$ cat src/rtl/vp_isa_pkg.sv
// Instruction-set definitions for the vector processor: opcode enum,
// field positions, packed instruction layout and the encode/legality helpers.
// The program loader and the control unit both use this package.
package vp_isa_pkg;

   // Fixed by the ISA; the loader does not expose it as a parameter.
   localparam int INSTR_W = 21;

   // Bit positions shared by both instruction formats
   localparam int FUNCT_POS   = 20;
   localparam int OPCODE_LSB  = 17;
   localparam int IMM_SEL_POS = 16;
   localparam int WB_LSB      = 14;
   // Scalar format body
   localparam int S_RD_LSB    = 10;
   localparam int S_IMM_LSB   = 0;
   // Vector / load-store format body
   localparam int V_RD_LSB    = 11;
   localparam int V_RS1_LSB   = 8;
   localparam int V_RS2_LSB   = 5;

   typedef enum logic [2:0] {
      MOV_S  = 3'b000,
      MOV_SV = 3'b001,
      ADD_S  = 3'b010,
      SUB_S  = 3'b011,
      MUL_VS = 3'b100,
      ADD_VV = 3'b101,
      DIV_VS = 3'b110
   } opcode_e;

   // Common header followed by a format-dependent 14-bit body
   typedef struct packed {
      logic        funct;
      logic [2:0]  opcode;
      logic        imm_sel;
      logic [1:0]  wb;
      logic [13:0] body;
   } instr_t;

   // Loader session states
   typedef enum logic [1:0] {
      ST_IDLE  = 2'd0,
      ST_LOAD  = 2'd1,
      ST_FLUSH = 2'd2,
      ST_DONE  = 2'd3
   } load_state_t;

   // Scalar format applies only to non-load/store MOV_S, ADD_S and SUB_S
   function automatic logic is_scalar(input logic funct, input logic [2:0] opcode);
      return !funct && (opcode == MOV_S || opcode == ADD_S || opcode == SUB_S);
   endfunction

   function automatic logic [INSTR_W-1:0] encode_instr(
      input logic       funct,
      input logic [2:0] opcode,
      input logic       imm_sel,
      input logic [1:0] wb,
      input logic [3:0] rd,
      input logic [2:0] rs1,
      input logic [2:0] rs2,
      input logic [7:0] imm
   );
      instr_t w;
      w.funct   = funct;
      w.opcode  = opcode;
      w.imm_sel = imm_sel;
      w.wb      = wb;
      if (is_scalar(funct, opcode)) begin
         w.body = {rd, 2'b00, imm};
      end else begin
         // Vector registers are 3 bits wide, so rd[3] has no place here
         w.body = {rd[2:0], rs1, rs2, 5'b00000};
      end
      return w;
   endfunction

   // Unassigned opcode, or a vector-format beat naming a register above 7
   function automatic logic is_illegal(input logic funct, input logic [2:0] opcode,
                                       input logic [3:0] rd);
      return (!funct && opcode == 3'b111) || (!is_scalar(funct, opcode) && rd[3]);
   endfunction

endpackage

$ cat src/rtl/instr_fifo.sv
// Synchronous FIFO used as the encode buffer between the host handshake and
// the instruction memory write port. DEPTH must be a power of two (>=2).
// A push while full or a pop while empty is ignored; clear empties it.
module instr_fifo #(
   parameter int WIDTH = 21,
   parameter int DEPTH = 4
) (
   input  logic             clk,
   input  logic             rst,
   input  logic             clear,
   input  logic             push,
   input  logic             pop,
   input  logic [WIDTH-1:0] wdata,
   output logic [WIDTH-1:0] rdata,
   output logic             full,
   output logic             empty
);

   localparam int PTR_W = $clog2(DEPTH);

   logic [WIDTH-1:0] store [DEPTH];
   logic [PTR_W-1:0] wr_ptr;
   logic [PTR_W-1:0] rd_ptr;
   logic [PTR_W:0]   count;
   logic             do_push;
   logic             do_pop;

   assign do_push = push && !full;
   assign do_pop  = pop && !empty;
   assign full    = (count == (PTR_W+1)'(DEPTH));
   assign empty   = (count == '0);
   assign rdata   = store[rd_ptr];

   // Pointer and occupancy tracking; clear drops every buffered word
   always_ff @(posedge clk or posedge rst) begin
      if (rst) begin
         wr_ptr <= '0;
         rd_ptr <= '0;
         count  <= '0;
      end else if (clear) begin
         wr_ptr <= '0;
         rd_ptr <= '0;
         count  <= '0;
      end else begin
         if (do_push) wr_ptr <= wr_ptr + 1'b1;
         if (do_pop)  rd_ptr <= rd_ptr + 1'b1;
         case ({do_push, do_pop})
            2'b10:   count <= count + 1'b1;
            2'b01:   count <= count - 1'b1;
            default: count <= count;
         endcase
      end
   end

   // Data storage; contents are don't-care until written
   always_ff @(posedge clk) begin
      if (do_push) store[wr_ptr] <= wdata;
   end

endmodule

$ cat src/rtl/instr_encode_loader.sv
// Program-load path: takes decoded instruction fields from the host over a
// valid/ready handshake, packs them into control-unit format, buffers them
// and writes them to instruction memory from address 0 upward.
// Optional macro ENCODE_CHECK_EN: illegal beats are accepted but dropped and
// flagged on the sticky enc_err output (cleared by start).
//
// Handshake: a beat transfers on a rising edge where in_valid && in_ready;
// in_ready never depends on in_valid, and the host must hold the beat fields
// stable while in_valid is high and in_ready is low.
module instr_encode_loader
   import vp_isa_pkg::*;
#(
   parameter int ADDR_W     = 8,
   parameter int FIFO_DEPTH = 4
) (
   input  logic               clk,
   input  logic               rst,
   input  logic               start,
   input  logic               in_valid,
   output logic               in_ready,
   input  logic               in_funct,
   input  logic [2:0]         in_opcode,
   input  logic               in_imm_sel,
   input  logic [1:0]         in_wb,
   input  logic [3:0]         in_rd,
   input  logic [2:0]         in_rs1,
   input  logic [2:0]         in_rs2,
   input  logic [7:0]         in_imm,
   input  logic               in_last,
   output logic               mem_we,
   output logic [ADDR_W-1:0]  mem_addr,
   output logic [INSTR_W-1:0] mem_wdata,
   output logic               busy,
   output logic               done,
   output logic               mem_full,
`ifdef ENCODE_CHECK_EN
   output logic               enc_err,
`endif
   output load_state_t        fsm_state
);

   localparam logic [ADDR_W-1:0] ADDR_MAX = '1;

   load_state_t        state;
   load_state_t        state_next;
   logic [INSTR_W-1:0] enc_word;
   logic [INSTR_W-1:0] head_word;
   logic               fifo_full;
   logic               fifo_empty;
   logic               fifo_push;
   logic               fifo_pop;
   logic               fifo_clear;
   logic               accept;
   logic               beat_bad;
   logic               draining;
   logic               last_addr;
   logic               cap_hit;
   logic               session_start;

   assign enc_word = encode_instr(in_funct, in_opcode, in_imm_sel, in_wb,
                                  in_rd, in_rs1, in_rs2, in_imm);

`ifdef ENCODE_CHECK_EN
   assign beat_bad = is_illegal(in_funct, in_opcode, in_rd);
`else
   assign beat_bad = 1'b0;
`endif

   assign session_start = (state == ST_IDLE) && start;
   // One word leaves the buffer every cycle it holds anything during a session
   assign draining      = (state == ST_LOAD || state == ST_FLUSH) && !fifo_empty;
   assign last_addr     = (mem_addr == ADDR_MAX);
   // Writing the top address ends the session; buffered leftovers are dropped
   assign cap_hit       = draining && last_addr;
   assign in_ready      = (state == ST_LOAD) && !fifo_full && !mem_full && !cap_hit;
   assign accept        = in_valid && in_ready;
   assign fifo_push     = accept && !beat_bad;
   assign fifo_pop      = draining;
   assign fifo_clear    = cap_hit || session_start;

   assign mem_we    = draining;
   assign mem_wdata = draining ? head_word : '0;
   assign busy      = (state == ST_LOAD) || (state == ST_FLUSH);
   assign done      = (state == ST_DONE);
   assign fsm_state = state;

   instr_fifo #(
      .WIDTH (INSTR_W),
      .DEPTH (FIFO_DEPTH)
   ) u_fifo (
      .clk   (clk),
      .rst   (rst),
      .clear (fifo_clear),
      .push  (fifo_push),
      .pop   (fifo_pop),
      .wdata (enc_word),
      .rdata (head_word),
      .full  (fifo_full),
      .empty (fifo_empty)
   );

   // Session state register
   always_ff @(posedge clk or posedge rst) begin
      if (rst) state <= ST_IDLE;
      else     state <= state_next;
   end

   // Session sequencing: load until the last beat, drain, then pulse done
   always_comb begin
      state_next = state;
      case (state)
         ST_IDLE:  if (start) state_next = ST_LOAD;
         ST_LOAD: begin
            if (cap_hit)                 state_next = ST_DONE;
            else if (accept && in_last)  state_next = ST_FLUSH;
         end
         ST_FLUSH: if (cap_hit || fifo_empty) state_next = ST_DONE;
         ST_DONE:  state_next = ST_IDLE;
         default:  state_next = ST_IDLE;
      endcase
   end

   // Write address and sticky capacity flag; both restart with a new session
   always_ff @(posedge clk or posedge rst) begin
      if (rst) begin
         mem_addr <= '0;
         mem_full <= 1'b0;
      end else if (session_start) begin
         mem_addr <= '0;
         mem_full <= 1'b0;
      end else if (draining) begin
         if (last_addr) mem_full <= 1'b1;
         else           mem_addr <= mem_addr + 1'b1;
      end
   end

`ifdef ENCODE_CHECK_EN
   // Sticky illegal-beat flag, cleared when a new session begins
   always_ff @(posedge clk or posedge rst) begin
      if (rst)                    enc_err <= 1'b0;
      else if (session_start)     enc_err <= 1'b0;
      else if (accept && beat_bad) enc_err <= 1'b1;
   end
`endif

endmodule
$ cat config.mk
export PLATFORM = sky130hd
export DESIGN_NAME = instr_encode_loader
export DESIGN_NICKNAME = d
export VERILOG_FILES = /design/src/rtl/vp_isa_pkg.sv /design/src/rtl/instr_fifo.sv /design/src/rtl/instr_encode_loader.sv
export SDC_FILE = /design/constraint.sdc
export NUM_CORES = 1
export LEC_CHECK = 0
export CORE_MARGIN = 2
export CORE_UTILIZATION = 30
export DETAILED_ROUTE_END_ITERATION = 10
export PLACE_DENSITY = 0.61
export REMOVE_ABC_BUFFERS = 1
export SLEW_MARGIN = 10
export SYNTH_ARGS = -nofsm -noshare
export SYNTH_HDL_FRONTEND = slang
export SYNTH_HIERARCHICAL = 1
export SYNTH_SLANG_ARGS = --single-unit
$ cat constraint.sdc
create_clock -name clk -period 3.5 [get_ports clk]
set_input_delay 0.7 -clock clk [delete_from_list [all_inputs] [get_ports clk]]
set_output_delay 0.7 -clock clk [all_outputs]
set_load 0.05 [all_outputs]
==> impl_results.html <==
<table>
<tr><th>Metric</th><th>Value</th></tr>
<tr><th colspan="2">STA</th></tr>
<tr><td>Setup repair after global routing missed its margin</td><td>no</td></tr>
<tr><td>Share of the clock period used by the worst path after layout</td><td>90.4%</td></tr>
<tr><td>Total Neg Setup Slack</td><td>0 ps</td></tr>
<tr><td>Post-Route Skew</td><td>9.05 ps</td></tr>
<tr><td>Achievable clock frequency</td><td>316 MHz</td></tr>
<tr><td>Count of final max-slew check failures</td><td>0</td></tr>
<tr><td>Final setup slack of the worst path</td><td>336 ps</td></tr>
<tr><td>Tightest slew margin relative to the limit</td><td>59.8%</td></tr>
<tr><td>Final hold viol count</td><td>0</td></tr>
<tr><td>Slew at the pin closest to its max-slew limit</td><td>603 ps</td></tr>
<tr><td>Final-layout worst hold slack</td><td>602 ps</td></tr>
<tr><td>Clock period minus final worst setup slack</td><td>3160 ps</td></tr>
<tr><td>Total of endpoints with negative setup slack in the final report</td><td>0</td></tr>
<tr><th colspan="2">Logic synthesis</th></tr>
<tr><td>Number of synthesized register bits</td><td>102</td></tr>
<tr><td>Number of enable-type register cells in the synthesized netlist</td><td>84</td></tr>
<tr><td>Average cell area after synthesis</td><td>16.1 sq um</td></tr>
<tr><td>Most common cell in the synthesized netlist</td><td>edfxtp_1</td></tr>
<tr><td>Cell area after technology mapping</td><td>4660 sq um</td></tr>
<tr><td>Synth async-reset ratio</td><td>17.6%</td></tr>
<tr><td>Synthesis Warnings</td><td>6</td></tr>
<tr><td>List of most frequent post-synthesis cells</td><td>edfxtp_1, and2_1, mux4_2</td></tr>
<tr><td>Ys flop type</td><td>edfxtp_1</td></tr>
<tr><td>Largest cells by area after synthesis</td><td>edfxtp_1, mux4_2, dfrtp_1, and2_1, ha_1</td></tr>
<tr><td>Part of the Yosys area used for sequential elements</td><td>63.8%</td></tr>
<tr><td>Count of unique library cells instantiated by Yosys</td><td>58</td></tr>
<tr><td>Fraction of synthesized cell area taken by the top area cell type</td><td>54.1%</td></tr>
<tr><td>Number of cells produced by synthesis</td><td>289</td></tr>
<tr><td>Library cell occupying the most area in the post-synthesis netlist</td><td>edfxtp_1</td></tr>
<tr><th colspan="2">Worst setup path</th></tr>
<tr><td>End of the worst register-to-register path</td><td>u_fifo/count[1]$_DFFE_PP0P_</td></tr>
<tr><td>Kind of cell adding the most delay to the critical path</td><td>buffers and inverters</td></tr>
<tr><td>CP required</td><td>2800 ps</td></tr>
<tr><td>Number of cell instances on the worst register-to-register path</td><td>10</td></tr>
<tr><td>Maximum net fanout on the critical path</td><td>16</td></tr>
<tr><td>Critical setup path kind</td><td>flip-flop to output pin</td></tr>
<tr><td>Chain of cells forming the critical path</td><td>inv_1 -&gt; ha_1 -&gt; nand2b_1 -&gt; inv_1 -&gt; buf_4 -&gt; and2_1 -&gt; buf_12</td></tr>
<tr><td>Count of buffering cells on the critical path with inverters included</td><td>4</td></tr>
<tr><td>Critical path's largest stage delay</td><td>450 ps</td></tr>
<tr><td>Slack of the worst reg-to-reg path</td><td>610 ps</td></tr>
<tr><td>Worst reg2reg path startpoint</td><td>u_fifo/count[1]$_DFFE_PP0P_</td></tr>
<tr><td>Critical Path Source Type</td><td>flip-flop</td></tr>
<tr><td>Slowest cell on crit path</td><td>dfrtp_1</td></tr>
<tr><td>Most common cell type on the critical path</td><td>inv_1</td></tr>
<tr><td>Crit path arrival time</td><td>2460 ps</td></tr>
<tr><td>Kind of end point of the critical path</td><td>output pin</td></tr>
<tr><th colspan="2">Run status</th></tr>
<tr><td>Outcome</td><td>finished clean</td></tr>
<tr><th colspan="2">Final layout</th></tr>
<tr><td>Relative area change from synthesis to final layout</td><td>29.3%</td></tr>
<tr><td>Layout cells sized above 1</td><td>25.8%</td></tr>
<tr><td>Final design area excluding fillers</td><td>6030 sq um</td></tr>
<tr><td>Number of nets in the layout</td><td>396</td></tr>
<tr><td>Count of inserted antenna diode cells</td><td>0</td></tr>
<tr><th colspan="2">Power</th></tr>
<tr><td>Power density relative to cell area</td><td>838 nW/um^2</td></tr>
<tr><td>Total net switching power</td><td>1.93 mW</td></tr>
<tr><td>Internal power consumption</td><td>3.12 mW</td></tr>
<tr><td>Leakage power of the design</td><td>2.15 nW</td></tr>
<tr><td>Worst vdd rail ir drop</td><td>0.397 mV</td></tr>
<tr><td>Switching share of power</td><td>38.2%</td></tr>
<tr><td>Fraction of power consumed by combinational cells</td><td>49.1%</td></tr>
<tr><td>Portion of total power attributed to the clock network</td><td>19.8%</td></tr>
<tr><td>Power share of the sequential group</td><td>31.1%</td></tr>
<tr><th colspan="2">Clock tree</th></tr>
<tr><td>Clock tree from TritonCTS</td><td>done</td></tr>
<tr><td>Clock root buffer master</td><td>clkbuf_16</td></tr>
<tr><td>Post-CTS Setup Repair Bufs</td><td>0</td></tr>
<tr><td>Clock slew at reported path FFs</td><td>70 ps</td></tr>
<tr><td>CTS Buf Count</td><td>9</td></tr>
<tr><td>TritonCTS sink count</td><td>102</td></tr>
<tr><td>Insertion delay to the later sink of the worst-skew pair</td><td>340 ps</td></tr>
<tr><td>Htree depth</td><td>3</td></tr>
<tr><td>Longest Clk Path Bufs</td><td>2</td></tr>
<tr><th colspan="2">Flow run</th></tr>
<tr><td>Total of max-cap violations</td><td>0</td></tr>
<tr><th colspan="2">Floorplanning</th></tr>
<tr><td>Die ar.</td><td>16500 sq um</td></tr>
<tr><td>Initial Utilization</td><td>30.7%</td></tr>
<tr><td>Core region area</td><td>15200 sq um</td></tr>
<tr><td>Die extent in y</td><td>129 microns</td></tr>
<tr><td>I/O pin total</td><td>66</td></tr>
<tr><td>Total number of placement rows</td><td>45</td></tr>
<tr><td>Die extent in x</td><td>129 microns</td></tr>
<tr><th colspan="2">Min path</th></tr>
<tr><td>Startpoint of the most critical hold path</td><td>mem_full$_DFFE_PP0P_</td></tr>
<tr><td>Number of instances on the worst hold path</td><td>2</td></tr>
<tr><td>Hold EP</td><td>mem_full$_DFFE_PP0P_</td></tr>
<tr><td>Class of the tightest hold or removal check</td><td>flip-flop to flip-flop</td></tr>
<tr><th colspan="2">GRT</th></tr>
<tr><td>Pin count of the biggest net entering global routing</td><td>24</td></tr>
<tr><td>Wire length of the first global-routing pass</td><td>14600 microns</td></tr>
<tr><td>Global route overflow</td><td>0</td></tr>
<tr><td>GRT Util Overall</td><td>11.6%</td></tr>
<tr><td>Number of antenna violations at the first check in global routing</td><td>0</td></tr>
<tr><td>Number of global-route vias before repair</td><td>2759</td></tr>
<tr><th colspan="2">Routing</th></tr>
<tr><td>DRC violations left</td><td>0</td></tr>
<tr><td>Routed wire length</td><td>9070 microns</td></tr>
<tr><td>TritonRoute pass-1 iters</td><td>4</td></tr>
<tr><td>Routed wirelength normalized by instance count</td><td>16.5 microns</td></tr>
<tr><td>Starting DRT DRC Count</td><td>168</td></tr>
<tr><td>Number of routed nets with antenna violations</td><td>0</td></tr>
<tr><td>Average via count per standard cell</td><td>4.80</td></tr>
<tr><td>Total via count in the routed design</td><td>2628</td></tr>
<tr><th colspan="2">Placed design</th></tr>
<tr><td>Placed cell area</td><td>5720 sq um</td></tr>
<tr><td>Port Buffer Count</td><td>65</td></tr>
<tr><td>Pre-CTS WS</td><td>466 ps</td></tr>
<tr><td>Weighted congestion at the end of routability-driven global placement</td><td>0.759</td></tr>
<tr><td>Final HPWL from detailed placement</td><td>5930 microns</td></tr>
</table>
how the worst max path moves through the flow:
stage / cells past startpoint / slack (ps) / to / startpoint
2_1_floorplan: 9 / -770 / u_fifo/count[1]$_DFFE_PP0P_ / fsm_state[0]$_DFFE_PP0P_
3_3_place_gp: 6 / 560 / in_ready / u_fifo/count[0]$_DFFE_PP0P_
3_5_place_dp: 6 / 470 / in_ready / u_fifo/count[0]$_DFFE_PP0P_
4_1_cts: 6 / 100 / in_ready / u_fifo/count[0]$_DFFE_PP0P_
5_1_grt: 7 / 110 / mem_wdata[13] / u_fifo/count[0]$_DFFE_PP0P_
6_report: 7 / 340 / mem_wdata[12] / fsm_state[1]$_DFFE_PP0P_
sequential cells by signal, summed over array words and instances (netlist names):
register	flops
mem_addr	8
u_fifo/store	84
u_fifo/count	3
fsm_state	2
mem_full	1
u_fifo/rd_ptr	2
u_fifo/wr_ptr	2
timing repair:
item	in CTS	in global routing
gates resized for setup	0	1
hold buffers	0	0
setup endpoints to repair	0	1
power by group through the flow:
| stage | sequential, mW | combinational (mW) | clock (mW) |
|---|---|---|---|
| after global routing | 1.59 | 2.64 | 1.08 |
| after global placement | 1.59 | 2.50 | 0 |
| after CTS | 1.57 | 2.53 | 1.03 |
| final | 1.57 | 2.48 | 1.00 |
| after detailed placement | 1.60 | 2.52 | 0 |
| after floorplan | 1.76 | 1.33 | 0 |
per-layer routing:
layer  part of all wire (%)  routed length, microns  vias to the layer above  GRT usage, %
met2                     51                    4590                       63          19.8
li1                       -                       -                     1233             -
met1                     44                    4020                     1327          15.3
met5                      0                       0                        -             0
met4                   0.57                      52                        0          2.49
met3                    4.4                     403                        5          2.74
tightest hold or removal path, delay by kind of cell (launching register included):
family	cells	cell delay, ps
and+or+nand+nor	2	150
DFF	1	420
metrics by stage:
stage               instances  util, %  power [mW]
CTS                       548     39.6        5.13
detailed placement        532     37.6        4.12
floorplan                 273        -        3.09
finish                    548     39.6        5.05
global route              548     39.6        5.31
global placement          532     37.6        4.09
layout make-up:
type / count / area [sq um]
clock buffers: 9 / 225
clock inverters: 7 / 81.3
fillers: 1419 / 9180
inverters: 12 / 57.6
multi-input cells: 159 / 1540
flip-flops and latches: 102 / 2970
well taps: 188 / 235
repair buffers: 71 / 918
cell usage in the layout (no fill, tap or decap), types with 3 or more instances in the layout:
master | synthesis | final
nand3_1 | 5 | 5
clkbuf_16 | 0 | 9
mux4_2 | 21 | 21
nor2b_1 | 4 | 4
o21ai_2 | 3 | 3
and3_2 | 5 | 5
and2_1 | 27 | 27
or2_2 | 3 | 3
o21ai_0 | 3 | 3
inv_1 | 11 | 11
xor2_1 | 5 | 5
a21oi_1 | 6 | 6
ha_1 | 10 | 10
buf_4 | 3 | 6
mux2_2 | 7 | 7
nand2b_1 | 5 | 5
clkdlybuf4s50_1 | 0 | 42
nor2_1 | 13 | 13
edfxtp_1 | 84 | 84
dfrtp_1 | 18 | 17
buf_12 | 0 | 22
kinds of logic after synthesis:
family / share of synthesized area, %
buf+inv: 3.41
compound gates: 4.81
fa+ha+maj: 3.11
flops: 63.8
xor+xnor: 1.32
mux: 12.6
simple gates: 11.0
Note: power is estimated with default switching activity, not from simulation.
